`src/rtl/mem_ctrl.sv`:
```
// Frame sequencer for the pixel BRAM: loads a frame over a valid/ready handshake, then streams it back in address order.
// Optional feature: define MEM_CTRL_REPLAY_EN to add i_replay, which re-streams the stored frame without a reload.
module mem_ctrl #(
    parameter int RAM_WIDTH  = 8,
    parameter int NB_ADDRESS = 10
) (
    input  logic                  i_CLK,
    input  logic                  i_rst_n,
    input  logic                  i_start,
    input  logic [NB_ADDRESS-1:0] i_len,
`ifdef MEM_CTRL_REPLAY_EN
    input  logic                  i_replay,
`endif
    input  logic                  i_wr_valid,
    input  logic [RAM_WIDTH-1:0]  i_wr_data,
    output logic                  o_wr_ready,
    output logic                  o_rd_valid,
    output logic [RAM_WIDTH-1:0]  o_rd_data,
    input  logic                  i_rd_ready,
    output logic                  o_busy,
    output logic                  o_done,
    output logic                  o_mem_wrEnable,
    output logic [NB_ADDRESS-1:0] o_mem_writeAdd,
    output logic [NB_ADDRESS-1:0] o_mem_readAdd,
    output logic [RAM_WIDTH-1:0]  o_mem_data,
    input  logic [RAM_WIDTH-1:0]  i_mem_data
);

    typedef enum logic [1:0] {IDLE, LOAD, RUN} state_t;

    state_t                state_q;
    logic [NB_ADDRESS-1:0] len_q;
    logic [NB_ADDRESS-1:0] wr_cnt_q;
    logic [NB_ADDRESS-1:0] rd_cnt_q;
    logic [NB_ADDRESS-1:0] out_cnt_q;
    logic                  rd_all_q;
    logic                  inflight_q;
    logic [RAM_WIDTH-1:0]  fifo_q [2];
    logic                  wptr_q;
    logic                  rptr_q;
    logic [1:0]            occ_q;
`ifdef MEM_CTRL_REPLAY_EN
    logic                  loaded_q;
`endif

    logic wr_fire;
    logic pop;
    logic push;
    logic issue;
    logic last_out;

    assign wr_fire        = (state_q == LOAD) && i_wr_valid;
    assign o_wr_ready     = (state_q == LOAD);
    assign o_busy         = (state_q != IDLE);
    assign o_mem_wrEnable = wr_fire;
    assign o_mem_writeAdd = wr_cnt_q;
    assign o_mem_data     = wr_fire ? i_wr_data : '0;
    assign o_mem_readAdd  = rd_cnt_q;

    assign o_rd_valid = (occ_q != 2'd0);
    assign o_rd_data  = o_rd_valid ? fifo_q[rptr_q] : '0;
    assign pop        = o_rd_valid && i_rd_ready;
    assign push       = inflight_q;
    assign last_out   = pop && (out_cnt_q == len_q);
    assign o_done     = (state_q == RUN) && last_out;

    // A pop this cycle frees a slot, so counting it keeps one issue per clock in steady state.
    assign issue = (state_q == RUN) && !rd_all_q && (rd_cnt_q <= len_q) &&
                   (({1'b0, occ_q} + {2'b0, inflight_q}) < (3'd2 + {2'b0, pop}));

    always_ff @(posedge i_CLK or negedge i_rst_n) begin
        if (!i_rst_n) begin
            state_q    <= IDLE;
            len_q      <= '0;
            wr_cnt_q   <= '0;
            rd_cnt_q   <= '0;
            out_cnt_q  <= '0;
            rd_all_q   <= 1'b0;
            inflight_q <= 1'b0;
            fifo_q[0]  <= '0;
            fifo_q[1]  <= '0;
            wptr_q     <= 1'b0;
            rptr_q     <= 1'b0;
            occ_q      <= 2'd0;
`ifdef MEM_CTRL_REPLAY_EN
            loaded_q   <= 1'b0;
`endif
        end else begin
            case (state_q)
                IDLE: begin
                    if (i_start) begin
                        state_q   <= LOAD;
                        len_q     <= i_len;
                        wr_cnt_q  <= '0;
                        rd_cnt_q  <= '0;
                        out_cnt_q <= '0;
                        rd_all_q  <= 1'b0;
`ifdef MEM_CTRL_REPLAY_EN
                        loaded_q  <= 1'b0;
                    end else if (i_replay && loaded_q) begin
                        state_q   <= RUN;
                        rd_cnt_q  <= '0;
                        out_cnt_q <= '0;
                        rd_all_q  <= 1'b0;
`endif
                    end
                end
                LOAD: begin
                    if (wr_fire) begin
                        wr_cnt_q <= wr_cnt_q + 1'b1;
                        if (wr_cnt_q == len_q) begin
                            state_q  <= RUN;
`ifdef MEM_CTRL_REPLAY_EN
                            loaded_q <= 1'b1;
`endif
                        end
                    end
                end
                RUN: begin
                    if (issue) begin
                        rd_cnt_q <= rd_cnt_q + 1'b1;
                        if (rd_cnt_q == len_q) rd_all_q <= 1'b1;
                    end
                    if (pop) out_cnt_q <= out_cnt_q + 1'b1;
                    if (last_out) state_q <= IDLE;
                end
                default: state_q <= IDLE;
            endcase

            inflight_q <= issue;

            // BRAM data returns one cycle after its issue and lands in the 2-entry FIFO.
            if (push) begin
                fifo_q[wptr_q] <= i_mem_data;
                wptr_q         <= ~wptr_q;
            end
            if (pop) rptr_q <= ~rptr_q;
            case ({push, pop})
                2'b10:   occ_q <= occ_q + 2'd1;
                2'b01:   occ_q <= occ_q - 2'd1;
                default: occ_q <= occ_q;
            endcase
        end
    end

endmodule

```
`config.mk`:
```
export PLATFORM = sky130hd
export DESIGN_NAME = mem_ctrl
export DESIGN_NICKNAME = d
export VERILOG_FILES = /design/src/rtl/mem_ctrl.sv
export SDC_FILE = /design/constraint.sdc
export NUM_CORES = 1
export LEC_CHECK = 0
export BUFFER_PORTS_ARGS = -buffer_cell sky130_fd_sc_hd__buf_2
export CAP_MARGIN = 20
export CORE_ASPECT_RATIO = 0.75
export CORE_MARGIN = 2
export CORE_UTILIZATION = 60
export DETAILED_ROUTE_END_ITERATION = 7
export GPL_TIMING_DRIVEN = 0
export HOLD_SLACK_MARGIN = 0.06
export PLACE_DENSITY = 0.92
export RECOVER_POWER = 25
export SLEW_MARGIN = 10
export SYNTH_ARGS = -nofsm -noshare
export SYNTH_HDL_FRONTEND = slang
export SYNTH_SLANG_ARGS = --single-unit
```
`constraint.sdc`:
```
create_clock -name i_CLK -period 5.5 [get_ports i_CLK]
set_input_delay 1.1 -clock i_CLK [delete_from_list [all_inputs] [get_ports i_CLK]]
set_output_delay 1.1 -clock i_CLK [all_outputs]
set_load 0.1 [all_outputs]
```
==> metrics.md <==
| Metric | Value |
|---|---|
| Antenna-violating nets left | 0 |
| Worst r2r dst | o_mem_readAdd[1] |
| Die ar. | ~6700 um2 |
| Cells after Synth | between 300 and 400 |
| IO Pins | about 70 |
| Outcome | finished, violations left |
| Max Cap Viol | 1 |
| WS Path Type | in2async |
| Hold endpoint | wptr_q |
| Initial Utilization | 0.620 |
| Reg2Reg Setup Slack | 2940 ps |
| Setup violators final | 0 |
| GPL Wtd Cong | 0.984 |
| PwrDens | about 550 nW/um2 |
| Setup Fix Bufs, Post-CTS | 0 |
| Hold Violations, Final | 0 |
| WL final | a little under 9 mm |
| Hold WS | roughly 510 ps |
| First-pass GRT wire length | 14.3 mm |
| Htree depth | 3 |
| Largest net degree at the start of global routing | 65 |
| Failing checks | max-capacitance violations, max-slew violations |
| Hold Crit Class | reg2reg |
| Port-buffer cells | around 70 |
| Crit share post-route | 0.691 |
| Chip Height | a little over 70 um |
| Relative slew slack | -1.27 |
| Via Count | 3101 |
| Clk buf depth | 2 |
| Area of the core | roughly 5800 um2 |
| Sequential share of the synthesized area | 0.443 |
| Ys async rst share | 1.00 |
| Total GRT Usage | 0.281 |
| Data arrival, critical path | around 3500 ps |
| Vias in the first global route | approximately 3.0k |
| Synth area leaders | dfrtp_1 44%, mux2_2 5.6%, ha_1 5.5%, xor2_1 4.6%, nand2_1 4.0% |
| CTS tree | yes |
| Area share of the largest cell type after synthesis | 0.443 |
| Grt total ovfl | 0 |
| Fmax | roughly 260 MHz |
| YS warnings | 0 |
| Post-synthesis cell type count | 47 |
| Post-synth EDFFs | 0 |
| Worst setup SP type | input port |
| Root buf cell | clkbuf_8 |
| # rows | 24 |
| CTS sink cnt | 64 |
| Worst Min Path Start | wptr_q |
| Buf+Inv Stages, Crit Path | 1 |
| Post-synth top flop | dfrtp_1 |
| Clk slew on worst S/H paths | about 70 ps |
| DR WL/cell | 16.6 um |
| CP Max Fanout | 64 |
| DP Wirelength | between 6 and 7 mm |
| Area growth syn-to-layout | 18.1% |
| # nets final | 498 |
| Worst path required time | between 5000 and 6000 ps |
| Net Count, Synth | about 420 |
| Post-CTS Resized | 0 |
| R2R cell count | 8 |
| Worst-path cell chain | clkbuf_1 |
| DRC Markers | 0 |
| Setup TNS | 0 ps |
| Crit-path max cell delay | 2350 ps |
| Initial DRT Pass Iterations | 7 |
| Cell accounting for the most synthesized area | dfrtp_1 |
| Max rail drop VDD | around 0.50 mV |
| Leak pwr | around 2 nW |
| Die Wd | 93.6 um |
| CP Capture Type | asynchronous set/reset pin |
| Fin crit period | 3800 ps |
| Reg2Reg Launch Point | len_q[7] |
| Initial antenna violation count | 0 |
| Crit-path slowest cell | clkbuf_1 |
| Share of cells above drive strength 1 | 0.252 |
| Clk_skew | around 8.8 ps |
| Cts hold-fix bufs | 0 |
| RSZ-0062 raised after global routing | false |
| Total CTS buffers | 9 |
| Fillcell total | 402 |
| Diode count | 0 |
| Worst Tran Pin Value | approximately 3400 ps |
| Post-synthesis register bit count | 64 |
| Initial DRC count | 223 |
| Mean area per synthesized cell | 9.80 um2 |
| Worst skew pair latency | roughly 360 ps |
| Fin. max-slew vios | 65 |
| Crit path max-delay family | buffers and inverters |
| Hold Path Depth | 1 |
| Vias per cell | around 5.8 |
| Synth Cell Area | around 3600 um2 |
-- how the worst max path moves through the flow --
stage	slack [ps]	startpoint	cells past startpoint	to
2_1_floorplan	940	state_q[1]	5	o_mem_data[0]
3_3_place_gp	2040	i_rd_ready	6	o_done
3_5_place_dp	1980	i_wr_valid	6	o_mem_data[1]
6_report	1700	i_rst_n	1	o_mem_writeAdd[4]
4_1_cts	1980	i_wr_valid	6	o_mem_data[1]
5_1_grt	1040	i_rst_n	1	len_q[5]
-- report_power, final --
part	internal, mW	switching, mW
clock network	0.223	0.196
registers	0.564	0.142
logic	0.307	0.933
-- flip-flops by register name, indices dropped and copies added, names as in the netlist --
signal	cells
len_q	10
o_mem_writeAdd	10
state_q	2
o_mem_readAdd	10
out_cnt_q	10
fifo_q	16
rd_all_q	1
wptr_q	1
inflight_q	1
rptr_q	1
occ_q	2
-- kinds of logic after synthesis --
| family | after synthesis | share of synthesized area |
|---|---|---|
| compound gates | 57 | 0.109 |
| flops | 64 | 0.443 |
| xor+xnor | 35 | 0.0848 |
| fa+ha+maj | 16 | 0.0554 |
| buf+inv | 35 | 0.0391 |
| simple gates | 134 | 0.185 |
| mux | 28 | 0.0838 |
-- per-stage QoR --
step	power [mW]	setup WS, ps	area, um2	util	cells
floorplan	1.70	937	3610	-	369
global placement	1.89	2040	4070	0.698	518
detailed placement	1.93	1980	4070	0.699	518
CTS	2.36	1980	4280	0.734	534
global route	2.48	1040	4270	0.733	534
finish	2.37	1700	4270	0.733	534
-- layer usage --
metal  wire length, um  vias to the layer above  global-route usage
met5                 0                        -                   0
met4               122                        0              0.0950
met3               710                       16              0.0778
met2              4240                      144               0.444
met1              3810                     1491               0.380
li1                  -                     1450                   -
-- cell type report --
class                      instances  area [um2]  share of cell area
multi-input combinational        270        1870               0.438
sequential                        64        1600               0.375
timing repair buffer              71         353              0.0826
clock buffer                      10         138              0.0322
tap                               78        97.6              0.0229
inverter                          24        90.1              0.0211
clock inverter                     6        67.6              0.0158
buffer                            11        51.3              0.0120
-- Yosys cell counts (3+ instances only) --
cell / count
mux2_2: 18
and2_1: 9
o21ai_1: 5
ha_1: 16
o211ai_1: 8
o21ai_0: 21
or3_1: 6
o221ai_1: 4
inv_1: 23
nand4_1: 8
nor4_1: 3
nand2_1: 39
nand2b_1: 4
nor2_1: 33
and3_1: 3
nand3_1: 11
dfrtp_1: 64
nor3_1: 5
xnor2_1: 16
xor2_1: 19
a21oi_1: 10
clkbuf_1: 6
mux2i_1: 10
-- placed cells by master, fill, tap and decap left out, drive strengths merged, types with 18 or more instances in the layout --
master,n
buf,74
dfrtp,64
nand2,39
nor2,33
o21ai,27
inv,24
xor2,19
mux2,18
clkbuf,18
Power figures use the tool's default switching activity.
